==> src/rtl/variable_part_insert_and_extend.sv <==
// variable_part_insert_and_extend: sign-extends a narrow sample and places it at a runtime bit offset in a wider word
module variable_part_insert_and_extend #(
    parameter int WIDTH_IN    = 24,
    parameter int WIDTH_OUT   = 31,
    parameter int INDEX_WIDTH = 3
) (
    input  logic                   clk,
    input  logic                   rst,
    input  logic                   run_i,
    input  logic                   set_stb_i,
    input  logic [INDEX_WIDTH-1:0] set_idx_i,
    input  logic [WIDTH_IN-1:0]    signal_in_i,
    input  logic                   strobe_in_i,
    output logic [WIDTH_OUT-1:0]   signal_out_o,
    output logic                   strobe_out_o,
    output logic                   idx_clamped_o
);
    localparam int MAXIDX = WIDTH_OUT - WIDTH_IN;
    localparam logic [INDEX_WIDTH-1:0] MAXIDX_I = INDEX_WIDTH'(MAXIDX);

    logic [INDEX_WIDTH-1:0] cur_idx_q, cur_idx_d, pend_idx_q, pend_idx_d, s1_idx_q;
    logic                   pend_q, pend_d, clamped_q, clamped_d, s1_vld_q, strobe_q;
    logic [WIDTH_IN-1:0]    s1_data_q;
    logic [WIDTH_OUT-1:0]   ext, out_q;
    logic                   over, apply, take;

    // Index control next state: the pending request moves into cur_idx only between samples
    always_comb begin
        over       = int'(set_idx_i) > MAXIDX;
        apply      = pend_q && (!run_i || !strobe_in_i);
        take       = strobe_in_i && run_i;
        cur_idx_d  = apply ? pend_idx_q : cur_idx_q;
        pend_idx_d = set_stb_i ? (over ? MAXIDX_I : set_idx_i) : pend_idx_q;
        pend_d     = set_stb_i || (pend_q && !apply);
        clamped_d  = clamped_q || (set_stb_i && over);
        ext        = {{MAXIDX{s1_data_q[WIDTH_IN-1]}}, s1_data_q};
    end

    // Index control registers; a new request landing on the apply cycle stays pending
    always_ff @(posedge clk) begin
        if (rst) begin
            cur_idx_q  <= '0;
            pend_idx_q <= '0;
            pend_q     <= 1'b0;
            clamped_q  <= 1'b0;
        end else begin
            cur_idx_q  <= cur_idx_d;
            pend_idx_q <= pend_idx_d;
            pend_q     <= pend_d;
            clamped_q  <= clamped_d;
        end
    end

    // Stage 1: capture the sample together with the index it must use
    always_ff @(posedge clk) begin
        if (rst) begin
            s1_vld_q  <= 1'b0;
            s1_data_q <= '0;
            s1_idx_q  <= '0;
        end else begin
            s1_vld_q <= take;
            if (take) begin
                s1_data_q <= signal_in_i;
                s1_idx_q  <= cur_idx_q;
            end
        end
    end

    // Stage 2: sign-extend and shift; run low drops the in-flight sample and holds the output
    always_ff @(posedge clk) begin
        if (rst) begin
            out_q    <= '0;
            strobe_q <= 1'b0;
        end else begin
            strobe_q <= s1_vld_q && run_i;
            if (s1_vld_q && run_i) out_q <= ext << s1_idx_q;
        end
    end

    assign signal_out_o  = out_q;
    assign strobe_out_o  = strobe_q;
    assign idx_clamped_o = clamped_q;
endmodule

==> config.mk <==
export PLATFORM = sky130hd
export DESIGN_NAME = variable_part_insert_and_extend
export DESIGN_NICKNAME = d
export VERILOG_FILES = /design/src/rtl/variable_part_insert_and_extend.sv
export SDC_FILE = /design/constraint.sdc
export NUM_CORES = 1
export LEC_CHECK = 0
export CORE_AREA = 2 2 95 97
export CTS_CLUSTER_DIAMETER = 30
export DETAILED_ROUTE_END_ITERATION = 8
export DIE_AREA = 0 0 97 99
export GPL_ROUTABILITY_DRIVEN = 0
export PLACE_DENSITY = 0.62
export SYNTH_ARGS = -nofsm -noshare
export SYNTH_HDL_FRONTEND = slang
export SYNTH_SLANG_ARGS = --single-unit
==> constraint.sdc <==
create_clock -name clk -period 2.3 [get_ports clk]
set_clock_uncertainty 0.1 [all_clocks]
set_input_delay 0.23 -clock clk [delete_from_list [all_inputs] [get_ports clk]]
set_output_delay 0.23 -clock clk [all_outputs]
set_load 0.1 [all_outputs]
==> results.txt <==
----------------------------------------------------
[Placed design]
  Cell area after placement ... 3800 um^2
  Placement-stage worst setup slack ... 0.310 ns
  DP HPWL ... 5870 um
  Port bufs ... 63

[STA]
  Final number of max-transition violations ... 0
  Setup repair after global routing missed its margin ... no
  Final Hold Viols ... 0
  Period utilization ... 0.893
  Setup Total Neg Slack ... 0 ns
  Final worst setup slack ... 0.246 ns
  Transition time at the pin with the least slew margin ... 0.881 ns
  Setup Viol. Count Final ... 0
  Maximum clock frequency ... 0.487 GHz
  Worst relative slew slack ... 0.411
  Final critical-path required period ... 2.05 ns

[Pwr]
  Portion of total power attributed to the clock network ... 0.408
  Cell internal pwr ... 0.00201 W
  Leak Pwr ... 1.51 nW
  Overall power ... 0.00272 W
  Fraction of power spent switching nets ... 0.264
  Max IR drop VDD ... 0.277 mV
  Net switching power of the design ... 0.000718 W
  Power share of the sequential group ... 0.454
  Pwr dens ... 675 nW/um^2
  Comb pwr share ... 0.138

[Floorplanning]
  Initial core utilization ... 0.374
  Area enclosed by the die boundary ... 9600 um^2
  Total number of placement rows ... 34
  Placeable core region ... 8550 um^2
  Die Y ... 99 um
  Top Ports ... 65
  Horizontal die dimension ... 97 um

[Yosys]
  Cell variety after synth ... 36
  Area fraction in compound gates after synthesis ... 0.192
  Top post-synthesis cells by area ... dfxtp_1 42%, nand2_1 8.3%, mux2i_1 7.2%
  Number of warnings reported in the yosys synthesis log ... 0
  Adder-Cell Fraction of Synth Area ... 0
  Portion of netlist area occupied by mux cells ... 0.141
  Synth area leader ... dfxtp_1
  Number of nets produced by synthesis ... 412
  Synthesized cell area ... 3200 um^2
  Syn avg cell area ... 8.41 um^2
  XOR/XNOR Fraction of Synth Area ... 0
  Largest family of logic cells by synthesized area ... compound AO/OA/AOI/OAI gates
  Share of synthesized cell area in and, or, nand and nor gates ... 0.184
  Sequential area share after synthesis ... 0.420
  Top cell type's share of synthesized area ... 0.420
  Number of storage elements in the synthesis netlist ... 67
  Mapped Cells ... 380

[Route]
  Antenna violation net count after detailed routing ... 0
  Post-route DRC violation count ... 0
  WL final ... 8070 um
  First-pass iteration count of the detailed router ... 4
  DRC violation total after the first TritonRoute iteration ... 197
  Total via count in the routed design ... 2877
  DR WL/cell ... 14.8 um
  Via/cell ratio ... 5.26

[Clocking]
  Setup bufs post-CTS ... 0
  Clock Sink Count ... 67
  Hold buffer count at CTS ... 0
  Maximum buffer depth of the clock tree ... 2
  TritonCTS clock tree ... done
  Clock transition time at the flip-flop clock pins of the worst setup and hold paths ... 0.07 ns
  Total of cells resized after clock tree synthesis ... 0
  Number of buffers added by the clock tree synthesis step ... 9
  Cell at the root of the clock tree ... clkbuf_8
  Number of levels the H-tree was split into ... 3
  Latest clock arrival within the worst-skew pair ... 0.35 ns

[Hold path]
  Path category of the worst min-delay check ... in -> reg
  Hold wc startpoint ... rst
  Worst hold stages ... 2
  Terminating pin of the worst hold path ... signal_out_o[6]

[Cells and area]
  Synthesis-to-layout area growth ... 26.1%
  Ant. Diodes ... 0
  Fraction of final layout cells with drive strength greater than 1 ... 0.175
  Post-Route Utilization ... 0.472
  Net count, final ... 466
  Leading cell type in the layout, fill and taps excluded ... nand2_1
  Area of all placed cells without fillers ... 4030 um^2
  Leading cell types in the layout, fill and taps excluded ... 71 x nand2_1, 67 x dfxtp_1, 44 x buf_4

[Flow run]
  Count of maximum capacitance violations ... 0

[Critical path]
  Capturing point of the worst reg2reg path ... signal_out_o[11]
  Reg2reg start ... s1_idx_q[0]
  Crit-path leading delay family ... simple AND/OR/NAND/NOR gates
  Endpoint class of the critical path ... register
  CP required ... 2.40 ns
  R2R depth ... 4
  Largest stage delay on the critical path ... 0.75 ns
  Slowest cell on the critical path ... nor2b_1
  Critical Path, Cell by Cell ... nor2b_1, inv_1, o221ai_1, a211oi_1
  Flop2flop setup slack ... 0.25 ns
  Maximum fanout along the worst path ... 12
  Arrival time of the worst setup path ... 2.16 ns
  Start-to-end type of the worst setup path ... reg -> reg
  Worst setup SP type ... register
  CP Buf/Inv Count ... 1

[Status]
  Run status ... finished, final reports clean

[Global routing]
  Largest net degree at the start of global routing ... 36
  Total gr overflow ... 0
  Vias in the first global route ... 2664
  Wire length of the first global-routing pass ... 13000 um
  Initial antenna violation count ... 0
  Global-route usage over all layers ... 0.169

----------------------------------------------------
cell families (layout without fill, tap and decap cells):
| logic type | Yosys count | after routing |
|---|---|---|
| simple gates | 143 | 143 |
| compound gates | 94 | 94 |
| flops | 67 | 67 |
| mux | 38 | 38 |
| buf+inv | 37 | 96 |
| other cells | 1 | 1 |
power by group through the flow:
stage	sequential, W	clock (W)	combinational [W]
final	0.00124	0.00111	0.000376
after global routing	0.00124	0.00118	0.000403
after detailed placement	0.00126	0	0.000376
after global placement	0.00126	0	0.000373
after floorplan	0.00136	0	0.000153
after CTS	0.00124	0.00113	0.000377
worst max-delay path by stage:
stage | startpoint | end | slack, ns | cells after the start
floorplan | s1_idx_q[1] | signal_out_o[12] | 0.63 | 6
global placement | s1_idx_q[0] | signal_out_o[11] | 0.34 | 4
detailed placement | s1_idx_q[1] | signal_out_o[23] | 0.31 | 5
CTS | s1_idx_q[0] | signal_out_o[11] | 0.29 | 4
global route | s1_idx_q[0] | signal_out_o[11] | 0.08 | 4
finish | s1_idx_q[0] | signal_out_o[11] | 0.25 | 4
state kept, by name, summed over array words and instances, names as in the netlist:
name          count
s1_idx_q          3
pend_q            1
cur_idx_q         3
signal_out_o     31
s1_data_q        24
s1_vld_q          1
pend_idx_q        3
strobe_out_o      1
synth_stat cells (all sizes together):
cell type,n
o22ai,5
nor3,16
a22o,1
clkbuf,16
conb,1
a21o,1
nor3b,1
nor2,42
mux2i,23
mux4,4
nor2b,2
a31oi,2
o211a,1
nand2,71
o31a,1
a22oi,19
buf,17
o221ai,5
a211o,1
and2,4
dfxtp,67
a221o,3
nor4,1
a21oi,42
nand2b,2
inv,4
or2,1
nand3,3
a221oi,1
a211oi,12
mux2,11
layout make-up:
type	count	area, um^2
sequential	67	1340
tap	108	135
clock buffer	12	155
clock inverter	4	72.6
multi-input combinational	276	1660
inverter	4	15.0
timing repair buffer	76	656
fill	852	4520
per-stage QoR:
step,hold slack [ns],cells
floorplan,0.247,380
global placement,0.347,531
detailed placement,0.350,531
CTS,0.297,547
global route,0.332,547
finish,0.296,547
per-layer routing:
layer / vias up / track usage / routed length (um)
li1: 1446 / - / -
met1: 1317 / 0.239 / 4040
met2: 99 / 0.250 / 3440
met4: 0 / 0.0650 / 152
met3: 15 / 0.0397 / 436
met5: - / 0 / 0
No activity file was read; power rests on OpenSTA's default activity.
